**src/rtl/regfile_wb_sched_if.sv**
```systemverilog
// Write-back scheduler bus: decode issue/hazard query, the two write-back
// sources (ALU, MEM) and the register file write port.
interface regfile_wb_sched_if #(
    parameter int XLEN = 32,
    parameter int AW   = 5
);
    logic            iss_valid;
    logic [AW-1:0]   iss_rd;
    logic            iss_ready;
    logic [AW-1:0]   rs1addr;
    logic [AW-1:0]   rs2addr;
    logic            rs1_use;
    logic            rs2_use;
    logic            raw_stall;
    logic            alu_valid;
    logic [AW-1:0]   alu_rd;
    logic [XLEN-1:0] alu_data;
    logic            alu_ready;
    logic            mem_valid;
    logic [AW-1:0]   mem_rd;
    logic [XLEN-1:0] mem_data;
    logic            mem_ready;
    logic            regwr;
    logic [AW-1:0]   rdaddr;
    logic [XLEN-1:0] win;

    // Pipeline side: decode plus the execute/memory write-back stages.
    modport master (
        output iss_valid, iss_rd, rs1addr, rs2addr, rs1_use, rs2_use,
        output alu_valid, alu_rd, alu_data, mem_valid, mem_rd, mem_data,
        input  iss_ready, raw_stall, alu_ready, mem_ready,
        input  regwr, rdaddr, win
    );

    // Scheduler side.
    modport slave (
        input  iss_valid, iss_rd, rs1addr, rs2addr, rs1_use, rs2_use,
        input  alu_valid, alu_rd, alu_data, mem_valid, mem_rd, mem_data,
        output iss_ready, raw_stall, alu_ready, mem_ready,
        output regwr, rdaddr, win
    );
endinterface

```
**src/rtl/regfile_wb_sched.sv**
```systemverilog
// Write-back scheduler and pending-register scoreboard for the 32x32
// register file. ALU and MEM results are parked in one holding slot each and
// funnelled round-robin into the single registered write port; a pend bit per
// register flags destinations issued but not yet written back.
module regfile_wb_sched #(
    parameter int XLEN = 32,
    parameter int AW   = 5
) (
    input  logic               clk,
    input  logic               rst,
    regfile_wb_sched_if.slave  bus
);
    localparam int NREG = 1 << AW;

    // Holding slots (stage p0) and their valid flags.
    logic            alu_vld_p0;
    logic [AW-1:0]   alu_rd_p0;
    logic [XLEN-1:0] alu_data_p0;
    logic            mem_vld_p0;
    logic [AW-1:0]   mem_rd_p0;
    logic [XLEN-1:0] mem_data_p0;

    // rr = 0 gives the ALU priority on the next contention, 1 gives MEM.
    logic            rr;
    logic [NREG-1:0] pend;
    logic [NREG-1:0] pend_nxt;

    logic            grant_alu;
    logic            grant_mem;
    logic            grant_any;
    logic [AW-1:0]   g_rd;
    logic [XLEN-1:0] g_data;
    logic            alu_acc;
    logic            mem_acc;
    logic            iss_fire;

    // Register file write port (stage p1).
    logic            regwr_p1;
    logic [AW-1:0]   rdaddr_p1;
    logic [XLEN-1:0] win_p1;

    // Round-robin grant over the held slots plus the handshake qualifiers.
    always_comb begin
        grant_alu = alu_vld_p0 && (!mem_vld_p0 || !rr);
        grant_mem = mem_vld_p0 && (!alu_vld_p0 ||  rr);
        grant_any = grant_alu || grant_mem;
        g_rd      = grant_mem ? mem_rd_p0   : alu_rd_p0;
        g_data    = grant_mem ? mem_data_p0 : alu_data_p0;
        // A slot being drained this cycle may be refilled at the same edge.
        alu_acc   = bus.alu_valid && (!alu_vld_p0 || grant_alu);
        mem_acc   = bus.mem_valid && (!mem_vld_p0 || grant_mem);
        iss_fire  = bus.iss_valid && (!pend[bus.iss_rd] || (bus.iss_rd == '0));
    end

    // Next scoreboard value: clear the granted destination, set the issued
    // one; x0 never goes pending.
    always_comb begin
        pend_nxt = pend;
        if (grant_any) begin
            pend_nxt[g_rd] = 1'b0;
        end
        if (iss_fire && (bus.iss_rd != '0)) begin
            pend_nxt[bus.iss_rd] = 1'b1;
        end
        pend_nxt[0] = 1'b0;
    end

    // Control state: slot valids, round-robin pointer, scoreboard, write port.
    always_ff @(posedge clk) begin
        if (rst) begin
            alu_vld_p0 <= 1'b0;
            mem_vld_p0 <= 1'b0;
            rr         <= 1'b0;
            pend       <= '0;
            regwr_p1   <= 1'b0;
            rdaddr_p1  <= '0;
            win_p1     <= '0;
        end else begin
            alu_vld_p0 <= alu_acc ? 1'b1 : (grant_alu ? 1'b0 : alu_vld_p0);
            mem_vld_p0 <= mem_acc ? 1'b1 : (grant_mem ? 1'b0 : mem_vld_p0);
            if (alu_vld_p0 && mem_vld_p0) begin
                rr <= ~rr;
            end
            pend <= pend_nxt;
            // ---- p0 -> p1: granted slot drives the register file port ----
            if (grant_any) begin
                regwr_p1  <= (g_rd != '0);
                rdaddr_p1 <= g_rd;
                win_p1    <= g_data;
            end else begin
                regwr_p1  <= 1'b0;
            end
        end
    end

    // Slot payloads load on acceptance; their valid flags qualify them.
    always_ff @(posedge clk) begin
        // ---- request -> p0: capture accepted write-back payloads ----
        if (alu_acc) begin
            alu_rd_p0   <= bus.alu_rd;
            alu_data_p0 <= bus.alu_data;
        end
        if (mem_acc) begin
            mem_rd_p0   <= bus.mem_rd;
            mem_data_p0 <= bus.mem_data;
        end
    end

    assign bus.alu_ready = !alu_vld_p0 || grant_alu;
    assign bus.mem_ready = !mem_vld_p0 || grant_mem;
    assign bus.iss_ready = !pend[bus.iss_rd] || (bus.iss_rd == '0);
    assign bus.raw_stall = (bus.rs1_use && pend[bus.rs1addr]) ||
                           (bus.rs2_use && pend[bus.rs2addr]);
    assign bus.regwr     = regwr_p1;
    assign bus.rdaddr    = rdaddr_p1;
    assign bus.win       = win_p1;

endmodule

```
**src/flat_wrapper.sv**
```systemverilog
// flat-port wrapper written by rule: the top's interface ports become plain ports
module regfile_wb_sched_flat 
#(
    parameter int XLEN = 32,
    parameter int AW   = 5
)
  (clk, rst, bus_iss_valid, bus_iss_rd, bus_rs1addr, bus_rs2addr, bus_rs1_use, bus_rs2_use, bus_alu_valid, bus_alu_rd, bus_alu_data, bus_mem_valid, bus_mem_rd, bus_mem_data, bus_iss_ready, bus_raw_stall, bus_alu_ready, bus_mem_ready, bus_regwr, bus_rdaddr, bus_win);
  regfile_wb_sched_if #(.XLEN(XLEN), .AW(AW)) bus_i ();
  input  logic clk;
  input  logic rst;
  input wire logic [$bits(bus_i.iss_valid)-1:0] bus_iss_valid;
  input wire logic [$bits(bus_i.iss_rd)-1:0] bus_iss_rd;
  input wire logic [$bits(bus_i.rs1addr)-1:0] bus_rs1addr;
  input wire logic [$bits(bus_i.rs2addr)-1:0] bus_rs2addr;
  input wire logic [$bits(bus_i.rs1_use)-1:0] bus_rs1_use;
  input wire logic [$bits(bus_i.rs2_use)-1:0] bus_rs2_use;
  input wire logic [$bits(bus_i.alu_valid)-1:0] bus_alu_valid;
  input wire logic [$bits(bus_i.alu_rd)-1:0] bus_alu_rd;
  input wire logic [$bits(bus_i.alu_data)-1:0] bus_alu_data;
  input wire logic [$bits(bus_i.mem_valid)-1:0] bus_mem_valid;
  input wire logic [$bits(bus_i.mem_rd)-1:0] bus_mem_rd;
  input wire logic [$bits(bus_i.mem_data)-1:0] bus_mem_data;
  output wire logic [$bits(bus_i.iss_ready)-1:0] bus_iss_ready;
  output wire logic [$bits(bus_i.raw_stall)-1:0] bus_raw_stall;
  output wire logic [$bits(bus_i.alu_ready)-1:0] bus_alu_ready;
  output wire logic [$bits(bus_i.mem_ready)-1:0] bus_mem_ready;
  output wire logic [$bits(bus_i.regwr)-1:0] bus_regwr;
  output wire logic [$bits(bus_i.rdaddr)-1:0] bus_rdaddr;
  output wire logic [$bits(bus_i.win)-1:0] bus_win;
  assign bus_i.iss_valid = bus_iss_valid;
  assign bus_i.iss_rd = bus_iss_rd;
  assign bus_i.rs1addr = bus_rs1addr;
  assign bus_i.rs2addr = bus_rs2addr;
  assign bus_i.rs1_use = bus_rs1_use;
  assign bus_i.rs2_use = bus_rs2_use;
  assign bus_i.alu_valid = bus_alu_valid;
  assign bus_i.alu_rd = bus_alu_rd;
  assign bus_i.alu_data = bus_alu_data;
  assign bus_i.mem_valid = bus_mem_valid;
  assign bus_i.mem_rd = bus_mem_rd;
  assign bus_i.mem_data = bus_mem_data;
  assign bus_iss_ready = bus_i.iss_ready;
  assign bus_raw_stall = bus_i.raw_stall;
  assign bus_alu_ready = bus_i.alu_ready;
  assign bus_mem_ready = bus_i.mem_ready;
  assign bus_regwr = bus_i.regwr;
  assign bus_rdaddr = bus_i.rdaddr;
  assign bus_win = bus_i.win;
  regfile_wb_sched #(.XLEN(XLEN), .AW(AW)) u_core (.clk(clk), .rst(rst), .bus(bus_i));
endmodule
```
**config.mk**
```make
export PLATFORM = sky130hd
export DESIGN_NAME = regfile_wb_sched_flat
export DESIGN_NICKNAME = d
export VERILOG_FILES = /design/src/rtl/regfile_wb_sched_if.sv /design/src/rtl/regfile_wb_sched.sv /design/src/flat_wrapper.sv
export SDC_FILE = /design/constraint.sdc
export NUM_CORES = 1
export LEC_CHECK = 0
export BUFFER_PORTS_ARGS = -buffer_cell sky130_fd_sc_hd__buf_2
export CAP_MARGIN = 20
export CORE_ASPECT_RATIO = 0.7
export CORE_MARGIN = 5
export CORE_UTILIZATION = 25
export DETAILED_ROUTE_END_ITERATION = 8
export PLACE_DENSITY = 0.47
export SKIP_CTS_REPAIR_TIMING = 1
export SLEW_MARGIN = 20
export SYNTH_ARGS = -nofsm -noshare
export SYNTH_HDL_FRONTEND = slang
export SYNTH_SLANG_ARGS = --single-unit
```
**constraint.sdc**
```tcl
create_clock -name clk -period 4 [get_ports clk]
set_clock_uncertainty 0.1 [all_clocks]
set_input_delay 0.2 -clock clk [delete_from_list [all_inputs] [get_ports clk]]
set_output_delay 0.2 -clock clk [all_outputs]
set_load 0.05 [all_outputs]
```
# After elaboration in Yosys (flattened, before gate mapping)

Cells that the tools add are included.

Bits in registers: 147

Reductions and logical operators: 28
Bitwise logic cells: 5
Muxes and demuxes: 18
Order comparisons: 6

Operator list:

| kind                                                       | count |
|---|---|
| 2-to-1 mux 32 bit                                          | 3 |
| bitwise AND 32 bit                                         | 1 |
| inverter 32 bit                                            | 1 |
| bitwise OR 32 bit                                          | 1 |
| less-than comparator 5 x 6 -> 1 bit, second input constant | 4 |
| binary-select mux 1 bit (select 5 bit)                     | 3 |
| logical AND 1 bit                                          | 11 |
| demux 1 bit (select 5 bit)                                 | 2 |
| >= comparator 5 x 1 -> 1 bit, second input constant        | 2 |
| nonzero test 5 bit                                         | 2 |
| 2-to-1 mux 1 bit                                           | 9 |
| logical OR 1 bit                                           | 7 |
| logical NOT 5 bit                                          | 1 |
| 2-to-1 mux 5 bit                                           | 1 |
| logical NOT 1 bit                                          | 4 |
| nonzero test 2 bit                                         | 2 |
| inverter 1 bit                                             | 2 |
| OR reduction 2 bit                                         | 1 |

# Depth between registers and ports, before layout

Gate-level depths: netlist of run 1.

Depth in word-level cells: 13
Depth in mapped cells: 8
Gate-level depth less buffers: 5

# Least setup slack after synthesis of run 1

Ideal clock, no wire load.

Path kind: input -> output
Start: in bus_iss_rd[0]
End: out bus_iss_ready
Data arrival time: 2.434 ns
Data required time: 3.700 ns
Stages on the path: 6
Setup slack: 1.266 ns
Cells stage by stage: buf_2 > buf_1 > mux4_2 > a22oi_1 > o311ai_0 > mux2i_1

Cells in the longest elaborated chain, start to end: 4
Elaborated cells between the ends (all ways): 5
Classes of those cells: mux (2); reduce/logical (3)

RTL lines:

| what                                   | RTL line                | source |
|---|---|---|
| from (decl)                            | flat_wrapper.sv:12      | `input wire logic [$bits(bus_i.iss_rd)-1:0] bus_iss_rd;` |
| binary-select mux 1 bit (select 5 bit) | regfile_wb_sched.sv:111 | `assign bus.iss_ready = !pend[bus.iss_rd] \|\| (bus.iss_rd == '0);` |
| 2-to-1 mux 1 bit (not written as such) | regfile_wb_sched.sv:111 |  |
| logical NOT 1 bit                      | regfile_wb_sched.sv:111 |  |
| logical OR 1 bit (*)                   | regfile_wb_sched.sv:111 |  |
| to (decl)                              | flat_wrapper.sv:23      | `output wire logic [$bits(bus_i.iss_ready)-1:0] bus_iss_ready;` |

Every way passes the cells marked *; elsewhere a longest branch is shown, timed or not. The select of a mux whose other input is x is not followed.

# Worst setup path after layout of run 1

Start: reg u_core.pend[31]
End: out bus_iss_ready

Cells in the longest elaborated chain, start to end: 4

RTL lines:

| what                                   | RTL line                | source |
|---|---|---|
| from (decl)                            | regfile_wb_sched.sv:25  | `logic [NREG-1:0] pend;` |
| from (signal assigned)                 | regfile_wb_sched.sv:84  | `pend <= pend_nxt;` |
| binary-select mux 1 bit (select 5 bit) | regfile_wb_sched.sv:111 |  |
| 2-to-1 mux 1 bit (not written as such) | regfile_wb_sched.sv:111 |  |
| logical NOT 1 bit                      | regfile_wb_sched.sv:111 |  |
| logical OR 1 bit                       | regfile_wb_sched.sv:111 |  |

Every way passes these cells. The select of a mux whose other input is x is not followed.

==> metrics.csv, run 1 <==
stage;metric;value;unit
clock_network;clk_pin_slew_worst_paths;70;ps
route;totalWireLength;19350;um
min_path;hold_path.class;primary input to register;
setup_path;cp_num_cells;4;
timing;fin_ws;1474;ps
route;met2WireLength;8699;um
setup_path;start_kind;register;
setup_path;setup.worst_path.start;u_core.pend[31]$_SDFF_PP0_;
setup_path;critPathMaxStageDelay;510;ps
cells_and_area;antennaDiodeCount;0;
global_routing;grt_overflow;0;
route;first_iter_violations;266;
power;p_seq_share;44.8;%
power;leakagePower;3.270;nW
global_routing;antenna_found_initial;0;
place;place_congestion;0.8298;
global_routing;first_global_vias;4934;
setup_path;rr_worst_depth;5;
synthesis;netlist_area;6351;sq um
setup_path;path_cells;mux4_2, mux4_2, mux2i_1, buf_2;
power;ir_drop;0.2038;mV
route;maxUsedRoutingLayer;met4;
die;initial_utilization;25.54;%
synthesis;synth_ff_type;edfxtp_1;
route;via_per_inst;4.822;
setup_path;cpMostUsedCell;mux4_2;
die;die_h;143.4;um
die;ioPinCount;138;
synthesis;synth_edf_count;74;
clock_network;clock-root-buffer;clkbuf_16;
route;wl_met3;1178;um
timing;finalHoldViolCount;0;
setup_path;reg2reg_from;u_core.mem_vld_p0$_SDFFE_PP0P_;
timing;fmaxAchievable;395.8;MHz
synthesis;synth_cell_types;45;
timing;maxSlewHeadroom;34.21;%
synthesis;yosysWarnings;0;
clock_network;cts_max_level;4;
clock_network;cts.sinks;146;
run;cap_violations;0;
route;wire_per_inst;18.03;um
synthesis;syn_area_per_cell;11.83;sq um
die;die_x;200.5;um
setup_path;cp.arrival;2230;ps
setup_path;cp_slowest_cell;mux4_2;
die;dieArea;28740;sq um
route;dr_total_vias;5174;
global_routing;grt_pass1_wl;29360;um
setup_path;critical-path-top-delay-family;multiplexers;
power;internal-power;2.826;mW
clock_network;cts_tree;yes;
timing;finalSetupTns;0;ps
place;pre_cts_ws;1576;ps
route;met1Wirelength;9123;um
synthesis;ys_async_sr_fraction;0;%
die;rows;48;
synthesis;synth_nets;633;
place;hpwl;13380;um
power;swShare;26.04;%
status;status;completed;
setup_path;cp_max_fo;4;
setup_path;critical_path_required;3700;ps
route;drc;0;
cells_and_area;fin_nets;831;
cells_and_area;drive_gt1_share;28.48;%
setup_path;cp-endpoint;bus_iss_ready;
power;pwr-share-comb;14.1;%
timing;fin_crit_sh;63.16;%
clock_network;numCtsBuffers;17;
die;core_area;24860;sq um
setup_path;reg2reg_slack;1590;ps
global_routing;grt_usage;13.21;%
setup_path;regToRegEndpoint;u_core.pend[16]$_SDFF_PP0_;
global_routing;grt_max_degree;46;
power;switching_power;995.0;uW
cells_and_area;layout.cells.non_filler;1073;
synthesis;yosysSeqAreaShare;57.68;%
timing;worst_pin_slew;986.8;ps
route;ant_nets;0;
clock_network;cts.path.max_buffers;2;
clock_network;clkLatencyLatePin;430;ps
cells_and_area;synthToLayoutAreaGrowth;36.78;%
route;drt-pass1-iter-count;5;
place;place_inst;965;
setup_path;end_kind;output port;
setup_path;critPathBufInv;1;
synthesis;postSynthCellCount;537;
timing;final.min_clock_period;2526;ps
power;power_density;439.8;nW/um^2
timing;setup_viol;0;
timing;finalMaxSlewViolations;0;
timing;rsz0062_at_grt;false;
place;port_buffers;137;
power;clockPowerShare;41.1;%
synthesis;synth_seq_cells;146;
setup_path;path_class;register to output port;
flip-flops by register name (all words and copies together), names as in the netlist:
name,count
u_core.alu_data_p0,32
u_core.bus.win,32
u_core.mem_data_p0,32
u_core.pend,31
u_core.alu_rd_p0,5
u_core.bus.rdaddr,5
u_core.mem_rd_p0,5
u_core.alu_vld_p0,1
u_core.bus.regwr,1
u_core.mem_vld_p0,1
u_core.rr,1
routing by layer:
| metal | track usage, % | up-vias |
|---|---|---|
| li1 | - | 2466 |
| met1 | 17.94 | 2484 |
| met2 | 20.02 | 203 |
| met3 | 4.331 | 21 |
| met4 | 4.524 | 0 |
| met5 | 0 | - |
layout by cell type, fill, tap and decap left out, drive strengths merged, types with 17 or more instances in the layout:
cell type,n
clkbuf,26
dlygate4sd3,76
o21ai,17
nor2,80
nor4,38
a32o,17
edfxtp,74
buf,145
nand2,31
nor3b,33
dfxtp,72
mux4,22
cell families after synthesis:
| group | Yosys count | share of synthesized area, % |
|---|---|---|
| buf+inv | 51 | 3.329 |
| mux | 38 | 10.56 |
| simple gates | 230 | 19.52 |
| compound gates | 72 | 8.905 |
| flops | 146 | 57.68 |
worst min path at each step:
stage | slack, ps | depth (start not counted) | startpoint | end
2_1_floorplan | 200 | 0 | bus_alu_data[0] | u_core.alu_data_p0[0]$_DFFE_PP_
3_3_place_gp | 280 | 1 | bus_alu_data[27] | u_core.alu_data_p0[27]$_DFFE_PP_
3_5_place_dp | 280 | 1 | bus_alu_data[29] | u_core.alu_data_p0[29]$_DFFE_PP_
4_1_cts | -180 | 1 | bus_alu_data[29] | u_core.alu_data_p0[29]$_DFFE_PP_
5_1_grt | 180 | 3 | bus_iss_rd[1] | u_core.pend[2]$_SDFF_PP0_
6_report | 140 | 3 | bus_iss_rd[4] | u_core.pend[23]$_SDFF_PP0_
cell type report:
type / count / area (sq um)
multi-input combinational: 340 / 2479
tap: 325 / 406.6
timing repair buffer: 221 / 1506
fill: 2478 / 16180
clock buffer: 26 / 563.0
clock inverter: 6 / 35.03
inverter: 9 / 33.78
sequential: 146 / 3664
through the flow:
step	hold slack, ps	total power [mW]	cell area [sq um]	utilization, %
2_1_floorplan	198.9	2.059	6351	-
5_1_grt	185.0	3.985	8687	34.94
6_report	144.4	3.821	8687	34.94
3_3_place_gp	277.8	2.221	7328	29.47
4_1_cts	-182.2	3.822	7926	31.88
3_5_place_dp	278.2	2.228	7328	29.47
worst min-delay path, cell delays in order:
cell,delay [ps]
buf_2,160
nand3b_1,170
o21ai_0,90
power by group through the flow:
stage               combinational, mW  clock [mW]  sequential (mW)
finish                          0.539        1.57             1.71
detailed placement              0.485           0             1.74
floorplan                       0.204           0             1.86
CTS                             0.487        1.62             1.71
global route                    0.580        1.68             1.72
global placement                0.479           0             1.74
cells in the mapped netlist, types with 7 or more instances:
cell,n,share of area [%]
nor2b_1,8,0.79
buf_2,7,0.55
inv_1,8,0.47
a32o_1,17,2.7
o21ai_0,17,1.3
nor3b_1,33,3.9
nand2_1,30,1.8
a41o_1,12,1.9
clkbuf_1,30,1.8
mux4_2,22,7.8
nand4_1,13,1.3
dfxtp_1,72,23
nor4_1,38,3.7
edfxtp_1,74,35
nor2_1,79,4.7
mux2i_1,10,1.6
a21oi_1,7,0.55
No activity file was read; power rests on OpenSTA's default activity.
==> run 2: changes to the inputs <==
PLACE_DENSITY = 0.48   (was 0.47)
clock period = 2.1 ns   (was 4 ns; I/O delays follow)
==> run 2 against run 1 <==
Effect of this change: the flow now finishes with violations (setup timing); power up 100%; sequential share of layout area down 1.7 points; non-clock buffer count up 36; worst setup slack worse by 1700 ps; worst hold slack worse by 76 ps; highest routed layer unchanged.
==> metrics.csv, run 2 (synthesized netlist as in run 1, its figures left out) <==
stage;metric;value;unit
clock_network;clk_pin_slew_worst_paths;60;ps
place;port_buffers;137;
setup_path;cp_max_fo;4;
setup_path;critical-path-top-delay-family;multiplexers;
global_routing;antenna_found_initial;0;
cells_and_area;fill_cells;2487;
die;core_area;24860;sq um
die;ioPinCount;138;
route;ant_nets;0;
timing;finalSetupTns;-503.5;ps
setup_path;critPathMaxStageDelay;500;ps
power;clockPowerShare;43.0;%
setup_path;critPathBufInv;1;
global_routing;grt_max_degree;43;
setup_path;cpMostUsedCell;mux4_2;
clock_network;clkLatencyLatePin;420;ps
global_routing;grtUsageMet2;19.57;%
status;violations;setup timing;
die;die_x;200.5;um
setup_path;start_kind;register;
global_routing;grt_pass1_wl;30790;um
clock_network;numCtsBuffers;17;
cells_and_area;synthToLayoutAreaGrowth;43.20;%
cells_and_area;drive_gt1_share;33.93;%
setup_path;cp_slowest_cell;mux4_2;
cells_and_area;antennaDiodeCount;0;
place;place_congestion;0.8487;
timing;final.min_clock_period;2360;ps
power;internal-power;5.626;mW
setup_path;end_kind;output port;
global_routing;grt_usage;13.94;%
power;p_seq_share;42.4;%
route;via_per_inst;4.692;
die;rows;48;
power;ir_drop;0.5082;mV
clock_network;cts_tree;yes;
setup_path;path_class;register to output port;
timing;setup_viol;2;
cells_and_area;layout_common_cells;buf_2, nor2_1, dlygate4sd3_1;
power;leakagePower;3.493;nW
global_routing;top_usage_layer;met1;
global_routing;first_global_vias;5050;
route;dr_total_vias;5203;
die;die_h;143.4;um
run;cap_violations;0;
cells_and_area;fin_nets;867;
timing;worst_pin_slew;544.4;ps
power;power_density;841.9;nW/um^2
setup_path;path_cells;mux4_2, mux4_2, mux2i_2, buf_6;
place;place_inst;999;
cells_and_area;final_common_cell;buf_2;
global_routing;use_met1;21.15;%
timing;fin_ws;-260.1;ps
status;status;finished with violations;
route;first_iter_violations;380;
timing;fin_crit_sh;112.4;%
global_routing;grt_overflow;0;
timing;rsz0062_at_grt;true;
die;initial_utilization;25.54;%
clock_network;clock-root-buffer;clkbuf_16;
place;hpwl;14160;um
clock_network;cts_max_level;4;
setup_path;critical_path_required;1890;ps
power;pwr-share-comb;14.6;%
cells_and_area;layout.cells.non_filler;1109;
power;swShare;26.53;%
route;drt-pass1-iter-count;4;
timing;finalHoldViolCount;0;
timing;maxSlewHeadroom;63.71;%
route;totalWireLength;20010;um
min_path;hold_path.class;primary input to register;
die;dieArea;28740;sq um
timing;finalMaxSlewViolations;0;
power;switching_power;2.032;mW
route;drc;0;
setup_path;cp.arrival;2160;ps
timing;fmaxAchievable;423.7;MHz
route;wire_per_inst;18.04;um
clock_network;cts.sinks;146;
clock_network;cts.path.max_buffers;2;
global_routing;grt_util_met3;3.293;%
run 2: per-layer routing:
metal	vias to the layer above	routed length (um)	part of all wire (%)
met4	0	213	1.1
met5	-	0	0
met3	12	841	4.2
li1	2531	-	-
met1	2529	10410	52
met2	131	8540	43
run 2: final timing paths:
check / startpoint / endpoint / slack, ps / cells past startpoint
worst max-delay path: u_core.pend[23]$_SDFF_PP0_ / bus_iss_ready / -260 / 4
worst min-delay path: rst / u_core.bus.rdaddr[4]$_SDFFE_PP0N_ / 70 / 3
worst max register to register: u_core.alu_vld_p0$_SDFFE_PP0P_ / u_core.pend[12]$_SDFF_PP0_ / 90 / 6
worst min register to register: u_core.bus.win[21]$_SDFFE_PP0N_ / u_core.bus.win[21]$_SDFFE_PP0N_ / 390 / 2
run 2: final cells by class:
type / instances / area, sq um / area share (%)
Timing Repair Buffer: 257 / 1834 / 20.17
Multi-Input combinational cell: 340 / 2501 / 27.50
Tap cell: 325 / 406.6 / 4.471
Clock buffer: 18 / 439.2 / 4.829
Clock inverter: 14 / 201.4 / 2.215
Sequential cell: 146 / 3679 / 40.45
Inverter: 9 / 33.78 / 0.3714
run 2: power by group through the flow:
stage / clock network (mW) / logic (mW) / registers, mW
final: 3.29 / 1.12 / 3.24
after global routing: 3.51 / 1.21 / 3.26
after CTS: 3.39 / 1.00 / 3.25
after detailed placement: 0 / 1.00 / 3.31
after global placement: 0 / 0.997 / 3.31
after floorplan: 0 / 0.390 / 3.53
run 2: worst register-to-register path, delay by kind of cell (launching register included):
| family | cells | cell delay (ps) |
|---|---|---|
| mux | 1 | 300 |
| compound gates | 1 | 270 |
| flops | 1 | 310 |
| buf+inv | 1 | 140 |
| simple gates | 3 | 780 |
run 2: stage by stage:
step / instance area, sq um / hold WS, ps / worst slack [ps] / util (%) / power (mW)
2_1_floorplan: 6360 / 103.9 / -123.6 / - / 3.922
3_3_place_gp: 7626 / 181.9 / 12.88 / 30.67 / 4.302
3_5_place_dp: 7626 / 183.1 / -2.801 / 30.67 / 4.306
4_1_cts: 8267 / -274.7 / -357.7 / 33.25 / 7.640
5_1_grt: 9095 / 76.30 / -351.7 / 36.58 / 7.982
6_report: 9095 / 68.36 / -260.1 / 36.58 / 7.657
